<file path="src/rtl/mem_port_arbiter_if.sv">
// ---------------------------------------------------------------------------
// mem_port_arbiter_if
// Bundles the three buses around the unified-memory arbiter:
//   fetch requester : if_req_valid/addr/ready, if_rsp_valid/data, if_flush
//   data requester  : dm_req_valid/addr/we/wdata/be/ready, dm_rsp_valid/rdata
//   memory port     : mem_req_valid/addr/we/wdata/be/ready, mem_rsp_valid/rdata
// Modports:
//   slave  - the arbiter: serves both requesters and drives the memory port.
//   master - the environment: requesters plus the memory device.
// ---------------------------------------------------------------------------
interface mem_port_arbiter_if;
    // Fetch requester
    logic        if_req_valid;
    logic [31:0] if_req_addr;
    logic        if_req_ready;
    logic        if_rsp_valid;
    logic [31:0] if_rsp_data;
    logic        if_flush;

    // Data requester
    logic        dm_req_valid;
    logic [31:0] dm_req_addr;
    logic        dm_req_we;
    logic [31:0] dm_req_wdata;
    logic [3:0]  dm_req_be;
    logic        dm_req_ready;
    logic        dm_rsp_valid;
    logic [31:0] dm_rsp_rdata;

    // Memory port
    logic        mem_req_valid;
    logic [31:0] mem_req_addr;
    logic        mem_req_we;
    logic [31:0] mem_req_wdata;
    logic [3:0]  mem_req_be;
    logic        mem_req_ready;
    logic        mem_rsp_valid;
    logic [31:0] mem_rsp_rdata;

    modport slave (
        input  if_req_valid, if_req_addr, if_flush,
        output if_req_ready, if_rsp_valid, if_rsp_data,
        input  dm_req_valid, dm_req_addr, dm_req_we, dm_req_wdata, dm_req_be,
        output dm_req_ready, dm_rsp_valid, dm_rsp_rdata,
        output mem_req_valid, mem_req_addr, mem_req_we, mem_req_wdata, mem_req_be,
        input  mem_req_ready, mem_rsp_valid, mem_rsp_rdata
    );

    modport master (
        output if_req_valid, if_req_addr, if_flush,
        input  if_req_ready, if_rsp_valid, if_rsp_data,
        output dm_req_valid, dm_req_addr, dm_req_we, dm_req_wdata, dm_req_be,
        input  dm_req_ready, dm_rsp_valid, dm_rsp_rdata,
        input  mem_req_valid, mem_req_addr, mem_req_we, mem_req_wdata, mem_req_be,
        output mem_req_ready, mem_rsp_valid, mem_rsp_rdata
    );
endinterface

</file>
<file path="src/rtl/mem_port_arbiter.sv">
// ---------------------------------------------------------------------------
// mem_port_arbiter
// Shares one single-ported memory between instruction fetch and data
// (load/store). One transaction is outstanding at a time; data has priority,
// but after STARVE_LIMIT consecutive data grants with fetch waiting, fetch
// wins the next arbitration. if_flush discards the response of a squashed
// fetch.
// Ports:
//   clk  - clock
//   rst  - synchronous active-high reset
//   bus  - mem_port_arbiter_if.slave (fetch, data and memory buses)
// Parameters:
//   STARVE_LIMIT - max consecutive data grants while fetch waits (1..15)
// ---------------------------------------------------------------------------
module mem_port_arbiter #(
    parameter int unsigned STARVE_LIMIT = 4
) (
    input  logic              clk,
    input  logic              rst,
    mem_port_arbiter_if.slave bus
);

    localparam logic [3:0] LIMIT = 4'(STARVE_LIMIT);

    typedef enum logic [1:0] {
        IDLE,
        WAIT_I,
        WAIT_D
    } state_t;

    state_t      state_q, state_d;
    logic [3:0]  streak_q, streak_d;
    logic        drop_q, drop_d;
    logic        if_rsp_valid_q, if_rsp_valid_d;
    logic [31:0] if_rsp_data_q, if_rsp_data_d;
    logic        dm_rsp_valid_q, dm_rsp_valid_d;
    logic [31:0] dm_rsp_rdata_q, dm_rsp_rdata_d;

    logic        can_issue;
    logic        fetch_wins;
    logic        data_wins;
    logic        if_accept;
    logic        dm_accept;

    // Arbitration. Requests are only issued from IDLE and never during reset.
    assign can_issue  = (state_q == IDLE) && !rst;
    assign fetch_wins = bus.if_req_valid && (!bus.dm_req_valid || (streak_q == LIMIT));
    assign data_wins  = bus.dm_req_valid && !fetch_wins;
    assign if_accept  = can_issue && fetch_wins && bus.mem_req_ready;
    assign dm_accept  = can_issue && data_wins  && bus.mem_req_ready;

    // Memory request mirrors the winner; a fetch is a full-word read.
    assign bus.mem_req_valid = can_issue && (bus.if_req_valid || bus.dm_req_valid);
    assign bus.mem_req_addr  = data_wins ? bus.dm_req_addr  : bus.if_req_addr;
    assign bus.mem_req_we    = data_wins && bus.dm_req_we;
    assign bus.mem_req_wdata = data_wins ? bus.dm_req_wdata : '0;
    assign bus.mem_req_be    = data_wins ? bus.dm_req_be    : 4'hF;
    assign bus.if_req_ready  = can_issue && fetch_wins && bus.mem_req_ready;
    assign bus.dm_req_ready  = can_issue && data_wins  && bus.mem_req_ready;

    assign bus.if_rsp_valid  = if_rsp_valid_q;
    assign bus.if_rsp_data   = if_rsp_data_q;
    assign bus.dm_rsp_valid  = dm_rsp_valid_q;
    assign bus.dm_rsp_rdata  = dm_rsp_rdata_q;

    always_comb begin
        state_d        = state_q;
        streak_d       = streak_q;
        drop_d         = drop_q;
        if_rsp_valid_d = 1'b0;
        if_rsp_data_d  = if_rsp_data_q;
        dm_rsp_valid_d = 1'b0;
        dm_rsp_rdata_d = dm_rsp_rdata_q;

        case (state_q)
            IDLE: begin
                if (dm_accept) begin
                    state_d = WAIT_D;
                    // Streak only grows while fetch is actually being held off.
                    if (bus.if_req_valid) begin
                        streak_d = (streak_q >= LIMIT) ? LIMIT : streak_q + 4'd1;
                    end else begin
                        streak_d = '0;
                    end
                end else if (if_accept) begin
                    state_d  = WAIT_I;
                    streak_d = '0;
                    drop_d   = bus.if_flush;
                end
            end
            WAIT_I: begin
                if (bus.mem_rsp_valid) begin
                    state_d = IDLE;
                    drop_d  = 1'b0;
                    // A flush on the response cycle itself also squashes it.
                    if (!drop_q && !bus.if_flush) begin
                        if_rsp_valid_d = 1'b1;
                        if_rsp_data_d  = bus.mem_rsp_rdata;
                    end
                end else if (bus.if_flush) begin
                    drop_d = 1'b1;
                end
            end
            WAIT_D: begin
                if (bus.mem_rsp_valid) begin
                    state_d        = IDLE;
                    dm_rsp_valid_d = 1'b1;
                    dm_rsp_rdata_d = bus.mem_rsp_rdata;
                end
            end
            default: begin
                state_d = IDLE;
            end
        endcase
    end

    always_ff @(posedge clk) begin
        if (rst) begin
            state_q        <= IDLE;
            streak_q       <= '0;
            drop_q         <= 1'b0;
            if_rsp_valid_q <= 1'b0;
            if_rsp_data_q  <= '0;
            dm_rsp_valid_q <= 1'b0;
            dm_rsp_rdata_q <= '0;
        end else begin
            state_q        <= state_d;
            streak_q       <= streak_d;
            drop_q         <= drop_d;
            if_rsp_valid_q <= if_rsp_valid_d;
            if_rsp_data_q  <= if_rsp_data_d;
            dm_rsp_valid_q <= dm_rsp_valid_d;
            dm_rsp_rdata_q <= dm_rsp_rdata_d;
        end
    end

endmodule
</file>
<file path="src/flat_wrapper.sv">
// flat-port wrapper written by rule: the top's interface ports become plain ports
module mem_port_arbiter_flat 
#(
    parameter int unsigned STARVE_LIMIT = 4
)
  (clk, rst, bus_if_req_valid, bus_if_req_addr, bus_if_flush, bus_if_req_ready, bus_if_rsp_valid, bus_if_rsp_data, bus_dm_req_valid, bus_dm_req_addr, bus_dm_req_we, bus_dm_req_wdata, bus_dm_req_be, bus_dm_req_ready, bus_dm_rsp_valid, bus_dm_rsp_rdata, bus_mem_req_valid, bus_mem_req_addr, bus_mem_req_we, bus_mem_req_wdata, bus_mem_req_be, bus_mem_req_ready, bus_mem_rsp_valid, bus_mem_rsp_rdata);
  mem_port_arbiter_if bus_i ();
  input  logic clk;
  input  logic rst;
  input wire logic [$bits(bus_i.if_req_valid)-1:0] bus_if_req_valid;
  input wire logic [$bits(bus_i.if_req_addr)-1:0] bus_if_req_addr;
  input wire logic [$bits(bus_i.if_flush)-1:0] bus_if_flush;
  output wire logic [$bits(bus_i.if_req_ready)-1:0] bus_if_req_ready;
  output wire logic [$bits(bus_i.if_rsp_valid)-1:0] bus_if_rsp_valid;
  output wire logic [$bits(bus_i.if_rsp_data)-1:0] bus_if_rsp_data;
  input wire logic [$bits(bus_i.dm_req_valid)-1:0] bus_dm_req_valid;
  input wire logic [$bits(bus_i.dm_req_addr)-1:0] bus_dm_req_addr;
  input wire logic [$bits(bus_i.dm_req_we)-1:0] bus_dm_req_we;
  input wire logic [$bits(bus_i.dm_req_wdata)-1:0] bus_dm_req_wdata;
  input wire logic [$bits(bus_i.dm_req_be)-1:0] bus_dm_req_be;
  output wire logic [$bits(bus_i.dm_req_ready)-1:0] bus_dm_req_ready;
  output wire logic [$bits(bus_i.dm_rsp_valid)-1:0] bus_dm_rsp_valid;
  output wire logic [$bits(bus_i.dm_rsp_rdata)-1:0] bus_dm_rsp_rdata;
  output wire logic [$bits(bus_i.mem_req_valid)-1:0] bus_mem_req_valid;
  output wire logic [$bits(bus_i.mem_req_addr)-1:0] bus_mem_req_addr;
  output wire logic [$bits(bus_i.mem_req_we)-1:0] bus_mem_req_we;
  output wire logic [$bits(bus_i.mem_req_wdata)-1:0] bus_mem_req_wdata;
  output wire logic [$bits(bus_i.mem_req_be)-1:0] bus_mem_req_be;
  input wire logic [$bits(bus_i.mem_req_ready)-1:0] bus_mem_req_ready;
  input wire logic [$bits(bus_i.mem_rsp_valid)-1:0] bus_mem_rsp_valid;
  input wire logic [$bits(bus_i.mem_rsp_rdata)-1:0] bus_mem_rsp_rdata;
  assign bus_i.if_req_valid = bus_if_req_valid;
  assign bus_i.if_req_addr = bus_if_req_addr;
  assign bus_i.if_flush = bus_if_flush;
  assign bus_if_req_ready = bus_i.if_req_ready;
  assign bus_if_rsp_valid = bus_i.if_rsp_valid;
  assign bus_if_rsp_data = bus_i.if_rsp_data;
  assign bus_i.dm_req_valid = bus_dm_req_valid;
  assign bus_i.dm_req_addr = bus_dm_req_addr;
  assign bus_i.dm_req_we = bus_dm_req_we;
  assign bus_i.dm_req_wdata = bus_dm_req_wdata;
  assign bus_i.dm_req_be = bus_dm_req_be;
  assign bus_dm_req_ready = bus_i.dm_req_ready;
  assign bus_dm_rsp_valid = bus_i.dm_rsp_valid;
  assign bus_dm_rsp_rdata = bus_i.dm_rsp_rdata;
  assign bus_mem_req_valid = bus_i.mem_req_valid;
  assign bus_mem_req_addr = bus_i.mem_req_addr;
  assign bus_mem_req_we = bus_i.mem_req_we;
  assign bus_mem_req_wdata = bus_i.mem_req_wdata;
  assign bus_mem_req_be = bus_i.mem_req_be;
  assign bus_i.mem_req_ready = bus_mem_req_ready;
  assign bus_i.mem_rsp_valid = bus_mem_rsp_valid;
  assign bus_i.mem_rsp_rdata = bus_mem_rsp_rdata;
  mem_port_arbiter #(.STARVE_LIMIT(STARVE_LIMIT)) u_core (.clk(clk), .rst(rst), .bus(bus_i));
endmodule
</file>
<file path="config.mk">
export PLATFORM = sky130hd
export DESIGN_NAME = mem_port_arbiter_flat
export DESIGN_NICKNAME = d
export VERILOG_FILES = /design/src/rtl/mem_port_arbiter_if.sv /design/src/rtl/mem_port_arbiter.sv /design/src/flat_wrapper.sv
export SDC_FILE = /design/constraint.sdc
export NUM_CORES = 1
export LEC_CHECK = 0
export BUFFER_PORTS_ARGS = -buffer_cell sky130_fd_sc_hd__buf_2
export CAP_MARGIN = 25
export CORE_ASPECT_RATIO = 0.5
export CORE_MARGIN = 8
export CORE_UTILIZATION = 39
export DETAILED_ROUTE_END_ITERATION = 8
export PLACE_DENSITY = 0.85
export SYNTH_ARGS = -nofsm -noshare
export SYNTH_HDL_FRONTEND = slang
export SYNTH_SLANG_ARGS = --single-unit
</file>
<file path="constraint.sdc">
create_clock -name clk -period 2.17 [get_ports clk]
set_clock_uncertainty 0.15 [all_clocks]
set_input_delay 0.434 -clock clk [delete_from_list [all_inputs] [get_ports clk]]
set_output_delay 0.434 -clock clk [all_outputs]
set_load 0.05 [all_outputs]
</file>
# Word-level counts from Yosys, hierarchy flattened
# Cells that the tools add are included.
[totals]
register_bits = 73
wordCells = 66
[op_classes]
add_sub_neg = 1
n_lt_le_gt_ge = 1
eq_ne = 8
mux = 18
bitwise_logic = 3
n_reduce_logical = 28
[ops]
columns = ["op", "n"]
rows = [
  ["32-bit 2-to-1 mux", 2],
  ["4-bit 2-to-1 mux", 5],
  ["1-bit logical AND", 10],
  ["1-bit 2-to-1 mux", 6],
  ["2-bit 2-to-1 mux", 3],
  ["3-bit inequality test (second input constant)", 2],
  ["2-bit AND reduction", 3],
  ["1-bit logical NOT", 5],
  ["4-bit by 1-bit adder with 4-bit output (second input constant)", 1],
  ["4-bit by 3-bit equality test with 1-bit output (second input constant)", 1],
  ["4-bit by 3-bit >= comparator with 1-bit output (second input constant)", 1],
  ["2-bit inequality test (second input constant)", 2],
  ["2-bit case mux with 2 select lines", 1],
  ["4-bit AND reduction", 1],
  ["2-bit nonzero test", 2],
  ["2-bit OR reduction", 2],
  ["1-bit NOT", 3],
  ["3-bit AND reduction", 1],
  ["3-bit OR reduction", 1],
  ["2-bit by 1-bit equality test with 1-bit output (second input constant)", 1],
  ["2-bit equality test (second input constant)", 1],
  ["2-bit logical NOT", 1],
  ["1-bit logical OR", 2],
  ["2-bit by 1-bit inequality test with 1-bit output (second input constant)", 1],
  ["1-bit case mux with 2 select lines", 1],
]

# Logic depth before layout (Yosys ltp)
# Gate-level depths: netlist of the first run.
[depth]
depth_word = 9
depth_mapped = 8
ltp_nobuf = 6

# Least setup slack after synthesis of the first run
# OpenSTA, ideal clock, no wires.
[synth_timing]
kind = "register to output"
start = "register u_core.state_q[0]"
end = "output bus_if_req_ready"
arrival_time_ns = 1.616
t_required_ns = 1.586
path_slack_ns = -0.030
stages_incl_launch_ff = 5
path_buffers = 0
path_cell_list = "dfxtp_1 > inv_1 > ha_1 > nand4b_2 > a21oi_1"
[synth_between]
elab_chain_cells = 4
[synth_rtl]
columns = ["element", "line_no", "rtl"]
rows = [
  ["start: declaration", "mem_port_arbiter.sv:31", "state_t state_q, state_d;"],
  ["start signal: assignment", "mem_port_arbiter.sv:127", "state_q <= state_d;"],
  ["2-bit logical NOT", "mem_port_arbiter.sv:46", "assign can_issue = (state_q == IDLE) && !rst;"],
  ["1-bit logical AND", "mem_port_arbiter.sv:46", ""],
  ["1-bit logical AND (2 in series)", "mem_port_arbiter.sv:58", "assign bus.if_req_ready = can_issue && fetch_wins && bus.mem_req_ready;"],
  ["end: declaration", "flat_wrapper.sv:13", "output wire logic [$bits(bus_i.if_req_ready)-1:0] bus_if_req_ready;"],
]
# Every way passes these cells.

# Final worst setup path of the first run
[layout_timing]
start = "register u_core.streak_q[0]"
end = "output bus_mem_req_addr[21]"
[layout_between]
elab_chain_cells = 6
[layout_rtl]
columns = ["element", "line_no", "rtl"]
rows = [
  ["start: declaration", "mem_port_arbiter.sv:32", "logic [3:0] streak_q, streak_d;"],
  ["start signal: assignment", "mem_port_arbiter.sv:128", "streak_q <= streak_d;"],
  ["4-bit by 3-bit equality test with 1-bit output", "mem_port_arbiter.sv:47", "assign fetch_wins = bus.if_req_valid && (!bus.dm_req_valid || (streak_q == LIMIT));"],
  ["1-bit logical OR", "mem_port_arbiter.sv:47", ""],
  ["1-bit logical AND", "mem_port_arbiter.sv:47", ""],
  ["1-bit logical NOT", "mem_port_arbiter.sv:48", "assign data_wins = bus.dm_req_valid && !fetch_wins;"],
  ["1-bit logical AND", "mem_port_arbiter.sv:48", ""],
  ["32-bit 2-to-1 mux", "mem_port_arbiter.sv:54", "assign bus.mem_req_addr = data_wins ? bus.dm_req_addr : bus.if_req_addr;"],
  ["end: declaration", "flat_wrapper.sv:25", "output wire logic [$bits(bus_i.mem_req_addr)-1:0] bus_mem_req_addr;"],
]
# Every way passes these cells.

==> results.yml, run 1 <==
synthesis:
  synth_top_area_share_pct: 42.86
  ys_ff_latch: 73
  avgSynthCellArea_um2: 7.015
  async_reset_ff_share_pct: 0
  synth_commonest_cells: "229 x nand2_1, 73 x dfxtp_1, 68 x a21oi_1"
  netlist_instances: 486
  yosysTopAreaCell: "dfxtp_1"
  yosysSeqAreaShare_pct: 42.86
  synth_cell_types: 32
  synth_edf_count: 0
  syn-num-nets: 631
  synthTopCellsByArea: "dfxtp_1 43%, nand2_1 25%, a21oi_1 10%"
  synth_area_um2: 3410
  yosysMostFrequentCell: "nand2_1"
  yosysWarnings: 0
  synth_top_flop_cell: "dfxtp_1"
critical_path:
  critPathCaptureType: "output pin"
  path_max_fanout: 16
  cp.arrival_ns: 1.67
  crit_path_start_kind: "flip-flop"
  cp_data_required_time_ns: 1.59
  criticalPathCategory: "reg2out"
floorplanning:
  start_util_pct: 39.70
  ios: 278
  die-area_um2: 12170
  placementRows: 24
  coreArea_um2: 8588
  die_y_um: 82.12
  die_w_um: 148.2
sta:
  worst_pin_slew_ns: 0.4947
  finalHoldViolations: 0
  period_needed_ns: 2.254
  report.final.slew_viol_count: 0
  fin_ws_ns: -0.08363
  hold_slack_ns: 0.1980
  grt_setup_unrepaired: "true"
  final.setup.tns_ns: -2.319
  setup_violations: 47
  fmax_ghz: 0.4437
  max_slew_margin_pct: 67.02
  period_share_pct: 103.9
finish:
  n_antenna_cell: 0
  syn_to_final_growth_pct: 69.28
  nets: 902
  n_fill_cell: 725
  drive_gt1_share_pct: 45.14
  fin_area_um2: 5772
drt:
  via_per_inst: 4.878
  firstDrtPassIters: 5
  vias: 4288
  drt-initial-drc-count: 245
  drc_errors: 0
  ant_nets: 0
  wire_per_inst_um: 17.30
  wl_mm: 15.21
power_and_ir_drop:
  pwr-share-seq_pct: 32.7
  switchingPower_mw: 1.532
  power_density_nw_per_um2: 763.4
  fin_total_pwr_mw: 4.406
  clkPwrFrac_pct: 36.7
  internal_power_mw: 2.874
  p_comb_share_pct: 30.7
  switching_share_pct: 34.78
  p_leak_nw: 3.002
  peakVddDrop_mv: 0.5273
placed_design:
  hpwl_mm: 10.81
  place_ws_ns: 0.04079
  dpl-instance-area_um2: 4946
  port_buffers: 277
  place_congestion: 0.8822
clock_network:
  clock_path_buffers: 2
  clkLatencyLatePin_ns: 0.33
  numCtsBuffers: 9
  cts_tree: "built"
  cts_num_sinks: 73
  cts_root_buf: "clkbuf_16"
  clkSlewWorstSetupHoldPaths_ns: 0.06
  htreeDepth: 3
global_routing:
  antenna_found_initial: 0
  grt_max_degree: 49
  overflow: 0
  grt_pass1_wl_mm: 22.76
  grt_pass1_vias: 4394
  track_usage_pct: 23.22
hold_path:
  min_path_type: "in2reg"
flow_run:
  drv_cap: 0
status:
  violations: "setup timing"
  outcome: "finished, violations left"
placed cells by master (no fill, tap or decap), drive strengths merged:
cell,Yosys,final
buf,17,296
nand2,230,230
dfxtp,73,73
a21oi,68,68
and3,34,34
clkbuf,19,9
inv,5,8
nor2,6,6
nand2b,5,5
ha,5,5
o21ai,4,4
and2,3,3
bufinv,0,2
nand4b,2,2
a22oi,2,2
clkinv,0,2
nand3,1,1
nand3b,1,1
o211a,1,1
or2b,1,1
a211oi,1,1
or3,1,1
and3b,1,1
a32o,1,1
nor3,1,1
nor4b,1,1
mux2i,1,1
a221oi,1,1
o2111ai,1,1
what timing repair did:
action                                  in CTS  in global routing
endpoints found under the hold margin        0                  0
endpoints found under the setup margin      71                 71
hold buffers                                 0                  0
pin swaps                                    2                  4
gates resized for setup                    131                 17
gates cloned                                 1                  0
buffers inserted                             3                  1
flip-flops by register name, indices dropped and copies added (netlist names):
name / flops
u_core.drop_q: 1
u_core.bus.dm_rsp_valid: 1
u_core.streak_q: 4
u_core.bus.if_rsp_data: 32
u_core.bus.if_rsp_valid: 1
u_core.state_q: 2
u_core.bus.dm_rsp_rdata: 32
stage by stage:
step | utilization, % | std cells
final | 67.21 | 879
after global routing | 67.21 | 879
after CTS | 66.59 | 879
after detailed placement | 57.59 | 859
after global placement | 57.59 | 859
after floorplan | - | 486
worst paths after layout:
kind / start / endpoint / slack [ns] / depth (start not counted)
worst max-delay path: u_core.streak_q[0] / bus_mem_req_addr[21] / -0.08 / 8
worst min-delay path: bus_mem_rsp_rdata[8] / u_core.bus.dm_rsp_rdata[8] / 0.20 / 3
worst max register to register: u_core.state_q[1] / u_core.bus.if_rsp_data[1] / 0.39 / 7
worst min register to register: u_core.bus.dm_rsp_rdata[13] / u_core.bus.dm_rsp_rdata[13] / 0.30 / 2
layer usage:
metal | global-route usage, % | wire length, um | up-vias
met5 | 0 | 0 | -
met4 | 11.10 | 497 | 0
met2 | 45.84 | 8380 | 180
li1 | - | - | 2115
met1 | 23.42 | 5285 | 1948
met3 | 5.492 | 1047 | 45
power groups by stage:
stage / Combinational, mW / Sequential, mW / Clock [mW]
after floorplan: 0.644 / 1.64 / 0
after global placement: 1.17 / 1.46 / 0
after detailed placement: 1.19 / 1.47 / 0
after CTS: 1.32 / 1.44 / 1.63
after global routing: 1.42 / 1.45 / 1.69
final: 1.35 / 1.44 / 1.62
worst max-delay path, cell delays in order, from the launching register on:
cell and delay, ns:
dfxtp_2 0.33, inv_2 0.07, ha_4 0.14, nand4b_4 0.13, and2_4 0.21, buf_12 0.15, nand2_1 0.07, nand2_1 0.07
buf_6 0.16
cell families (layout without fill, tap and decap cells):
kind of cell / after synthesis / in the layout / share of synthesized area (%)
muxes: 1 / 1 / 0.2936
buffers and inverters: 41 / 317 / 5.872
adders and majority gates: 5 / 5 / 1.835
DFF: 73 / 73 / 42.86
and+or+nand+nor: 287 / 287 / 36.48
AOI/OAI and AO/OA: 79 / 79 / 12.66
final cells by class:
cell class	count	area, um2	area share (%)
multi-input cells	372	1849	32.04
clock inverters	7	100.1	1.734
well taps	117	146.4	2.536
repair buffers	296	1967	34.08
flip-flops and latches	73	1465	25.38
clock buffers	9	225.2	3.902
inverters	5	18.77	0.3252
No activity file was read; power rests on OpenSTA's default activity.
==> run 2, diff against run 1 <==
Settings changed: GPL_TIMING_DRIVEN set to 0.
==> results.yml, run 2 (synthesis results as in run 1) <==
status:
  outcome: "finished, violations left"
  violations: "setup timing"
critical_path:
  cp_data_required_time_ns: 1.59
  cp.arrival_ns: 1.73
  reg2regPathDepth: 8
  path_max_fanout: 7
  criticalPathCategory: "reg2out"
  cpMaxStageDelayCell: "dfxtp_2"
  cpMostUsedCell: "nand2_2"
  cpPeakStageDelay_ns: 0.34
  crit_path_start_kind: "flip-flop"
  critPathCaptureType: "output pin"
  path_cells: "inv_2 > ha_4 > nand4b_4 > and2_4 > buf_6 > nand2_2 > nand2_2 > buf_8"
sta:
  finalHoldViolations: 0
  report.final.slew_viol_count: 0
  fmax_ghz: 0.4326
  worst_pin_slew_ns: 0.5140
  final.setup.tns_ns: -4.744
  period_needed_ns: 2.311
  grt_setup_unrepaired: "true"
  max_slew_margin_pct: 65.73
  fin_ws_ns: -0.1415
  setup_violations: 66
  period_share_pct: 106.5
placed_design:
  port_buffers: 277
  place_congestion: 0.9221
  place_ws_ns: -0.2069
  hpwl_mm: 11.57
clock_network:
  cts_tree: "built"
  cts_root_buf: "clkbuf_16"
  htreeDepth: 3
  cts_num_sinks: 73
  ctsHoldBuffers: 0
  numCtsBuffers: 9
  clkSlewWorstSetupHoldPaths_ns: 0.06
  clock_path_buffers: 2
  clkLatencyLatePin_ns: 0.33
power_and_ir_drop:
  peakVddDrop_mv: 0.4470
  power_density_nw_per_um2: 708.3
  p_leak_nw: 3.216
drt:
  wl_mm: 18.63
  drt-initial-drc-count: 426
  firstDrtPassIters: 5
  via_per_inst: 5.258
  vias: 4795
  wire_per_inst_um: 20.42
  drc_errors: 0
  ant_nets: 0
floorplanning:
  ios: 278
  start_util_pct: 39.70
  die_w_um: 148.2
  die_y_um: 82.12
  coreArea_um2: 8588
  placementRows: 24
  die-area_um2: 12170
finish:
  final_common_cell: "buf_2"
  n_fill_cell: 595
  regArea_um2: 1465
  nets: 934
  syn_to_final_growth_pct: 85.87
  drive_gt1_share_pct: 53.90
  most-common-layout-cells: "217 x buf_2, 164 x nand2_1, 70 x dfxtp_1, 67 x a21oi_1, 51 x nand2_2"
  multi_input_area_um2: 2155
global_routing:
  track_usage_pct: 26.00
  grt_pass1_vias: 4782
  overflow: 0
  grt_pass1_wl_mm: 25.34
  antenna_found_initial: 0
  grt_max_degree: 16
hold_path:
  hold_path_depth: 3
  min_path_type: "in2reg"
flow_run:
  drv_cap: 0
==> run 2: per-stage QoR <==
stage	util, %	instances	hold WS (ns)	power [mW]	instance area (um2)
after floorplan	-	486	0.3458	2.284	3413
after global placement	57.59	880	0.2895	2.631	4946
after detailed placement	57.59	880	0.2934	2.649	4946
after CTS	70.60	909	0.1959	4.378	6063
after global routing	73.76	911	0.2078	4.624	6335
final	73.79	912	0.2063	4.489	6337
==> run 2: report_power, final <==
part / switching, mW / internal, mW
clock network: 0.615 / 0.916
registers: 0.0360 / 1.40
logic: 0.995 / 0.522
total: 1.65 / 2.84
==> run 2: layer usage <==
layer	track usage (%)	wire, um	share of wire, %	vias up
li1	-	-	-	2189
met1	26.74	6265	34	2203
met2	50.63	9760	52	321
met3	5.601	1562	8.4	82
met4	13.42	1037	5.6	0
met5	0	0	0	-
==> run 2: final cells by class <==
cell class	instances	area share, %
repair buffers	290	32.00
inverters	5	0.2961
clock buffers	9	3.554
multi-input cells	375	34.00
well taps	117	2.310
clock inverters	7	1.362
flip-flops and latches	73	23.12
diodes	1	0.03949
plain buffers	35	3.317
==> run 2: worst max-delay path, delay by kind of cell (launching register included) <==
| kind | cells | cell delay [ns] |
|---|---|---|
| flops | 1 | 0.34 |
| simple gates | 4 | 0.52 |
| buf+inv | 3 | 0.36 |
| fa+ha+maj | 1 | 0.17 |
==> run 2: path summary, 6_finish.rpt <==
| kind | end | from | slack (ns) |
|---|---|---|---|
| worst min-delay path | u_core.bus.dm_rsp_rdata[24] | bus_mem_rsp_rdata[24] | 0.21 |
| worst max register to register | u_core.bus.if_rsp_data[5] | u_core.state_q[1] | 0.22 |
| worst min register to register | u_core.bus.dm_rsp_rdata[29] | u_core.bus.dm_rsp_rdata[29] | 0.30 |
| worst max-delay path | bus_mem_req_addr[26] | u_core.streak_q[0] | -0.14 |
==> run 2: repair_timing <==
| action | 4_1_cts | 5_1_grt |
|---|---|---|
| cloned | 9 | 1 |
| gates resized for setup | 231 | 71 |
| pin swaps | 47 | 17 |
| buffers inserted | 5 | 1 |
| setup endpoints to repair | 71 | 70 |
| endpoints found under the hold margin | 0 | 0 |
==> run 3, diff against run 2 <==
Settings changed: BUFFER_PORTS_ARGS -buffer_cell sky130_fd_sc_hd__buf_2 to not set, CORE_AREA set to 8 8 101 103, CORE_ASPECT_RATIO 0.5 to not set, CORE_MARGIN 8 to not set, CORE_UTILIZATION 39 to not set, DIE_AREA set to 0 0 109 111, DONT_BUFFER_PORTS set to 1, PLACE_DENSITY 0.85 to 0.59.
Clock period 2.17 ns to 3 ns, I/O delays scaled along.
==> results.yml, run 3 (synthesis results as in run 1) <==
sta:
  fin_ws_ns: 0.1573
  max_slew_margin_pct: 36.33
  period_share_pct: 94.76
  period_needed_ns: 2.843
  setup_violations: 0
  finalHoldViolations: 0
  fmax_ghz: 0.3518
  worst_pin_slew_ns: 0.9516
  report.final.slew_viol_count: 0
  final.setup.tns_ns: 0
drt:
  vias: 3212
  drt-initial-drc-count: 222
  firstDrtPassIters: 4
  wire_per_inst_um: 20.82
  wl_mm: 12.72
  via_per_inst: 5.257
  ant_nets: 0
  drc_errors: 0
critical_path:
  reg2regPathDepth: 6
  cpPeakStageDelay_ns: 0.36
  critPathCaptureType: "output pin"
  cpMostUsedCell: "nand2_1"
  cpMaxStageDelayCell: "nand2_1"
  crit_path_start_kind: "flip-flop"
  cp_data_required_time_ns: 2.25
  cp.arrival_ns: 2.09
  criticalPathCategory: "reg2out"
  path_cells: "inv_1 > ha_1 > nand4b_2 > nand2_2 > buf_2 > nand2_1 > nand2_1"
  path_max_fanout: 10
status:
  outcome: "finished, final reports clean"
global_routing:
  grt_max_degree: 13
  grt_pass1_wl_mm: 18.08
  grt_pass1_vias: 3154
  overflow: 0
  track_usage_pct: 19.42
  antenna_found_initial: 0
placed_design:
  place_congestion: 0.8521
  hpwl_mm: 10.58
  dp.cells: 595
  port_buffers: 0
  place_ws_ns: 0.3442
finish:
  n_antenna_cell: 0
  final_util_pct: 45.07
  regArea_um2: 1461
  final_common_cell: "nand2_1"
  n_fill_cell: 903
  syn_to_final_growth_pct: 13.03
  most-common-layout-cells: "206 x nand2_1, 73 x dfxtp_1, 68 x a21oi_1, 34 x and3_1, 24 x nand2_2"
  stdcell_count: 611
  nets: 643
  drive_gt1_share_pct: 12.92
  multi_input_area_um2: 1805
clock_network:
  cts_num_sinks: 73
  clkLatencyLatePin_ns: 0.33
  cts_root_buf: "clkbuf_8"
  clkSlewWorstSetupHoldPaths_ns: 0.08
  htreeDepth: 3
  ctsHoldBuffers: 0
  clock_path_buffers: 2
  numCtsBuffers: 9
  cts_setup_buffers: 0
  cts_tree: "built"
power_and_ir_drop:
  peakVddDrop_mv: 0.3752
  fin_total_pwr_mw: 2.649
  switching_share_pct: 35.67
  switchingPower_mw: 0.9447
  internal_power_mw: 1.704
  power_density_nw_per_um2: 687.3
  pwr-share-seq_pct: 44.5
  p_comb_share_pct: 20.7
  p_leak_nw: 1.585
  clkPwrFrac_pct: 34.8
hold_path:
  min_path_type: "in2reg"
  hold_path_depth: 2
flow_run:
  drv_cap: 0
floorplanning:
  die_w_um: 109
  placementRows: 34
  ios: 278
  die-area_um2: 12100
  start_util_pct: 39.87
  die_y_um: 111
  coreArea_um2: 8551
run 3: cell types whose count changed in the layout (fill, tap and decap cells not counted), sizes merged:
cell,previous run,this run
buf,307,18
inv,9,5
clkbuf,27,30
bufinv,1,3
and2,4,3
diode,1,0
nand2,231,230
nand4b,3,2
run 3: through the flow:
stage / area [um2] / hold slack, ns
2_1_floorplan: 3410 / 0.3458
3_3_place_gp: 3545 / 0.3639
3_5_place_dp: 3552 / 0.3757
4_1_cts: 3819 / 0.2198
5_1_grt: 3854 / 0.2195
6_report: 3854 / 0.2336
run 3: critical path, delay by kind of cell (launching register included):
family	cells	cell delay, ns
and+or+nand+nor	4	0.89
adders and majority gates	1	0.21
buffers and inverters	2	0.32
DFF	1	0.31
run 3: worst paths after layout:
path	endpoint	slack [ns]	from
worst max-delay path	bus_mem_req_addr[9]	0.16	u_core.streak_q[0]
worst min-delay path	u_core.bus.if_rsp_data[23]	0.23	bus_mem_rsp_rdata[23]
worst max register to register	u_core.state_q[1]	0.81	u_core.streak_q[0]
worst min register to register	u_core.streak_q[3]	0.39	u_core.streak_q[3]
run 3: power groups by stage:
stage,Sequential (mW),Combinational (mW),Clock [mW]
after CTS,1.18,0.549,0.948
after global placement,1.20,0.536,0
after detailed placement,1.20,0.543,0
after global routing,1.18,0.588,0.988
final,1.18,0.548,0.923
after floorplan,1.19,0.465,0
run 3: what timing repair did:
action / CTS / global route
setup endpoints to repair: 9 / 31
gates resized for setup: 9 / 14
hold endpoints to repair: 0 / 0
run 3: routing by layer:
layer	GRT usage, %	wire length [um]	share of wire, %
met5	0	0	0
met2	36.02	6681	53
met1	17.83	4081	32
met3	8.779	1791	14
met4	6.849	169	1.3
run 3: layout make-up:
type | instances | share of cell area [%]
plain buffers | 36 | 4.708
clock buffers | 11 | 3.669
clock inverters | 5 | 2.662
inverters | 5 | 0.4870
multi-input cells | 372 | 46.85
flip-flops and latches | 73 | 37.92
well taps | 108 | 3.507
repair buffers | 1 | 0.1948
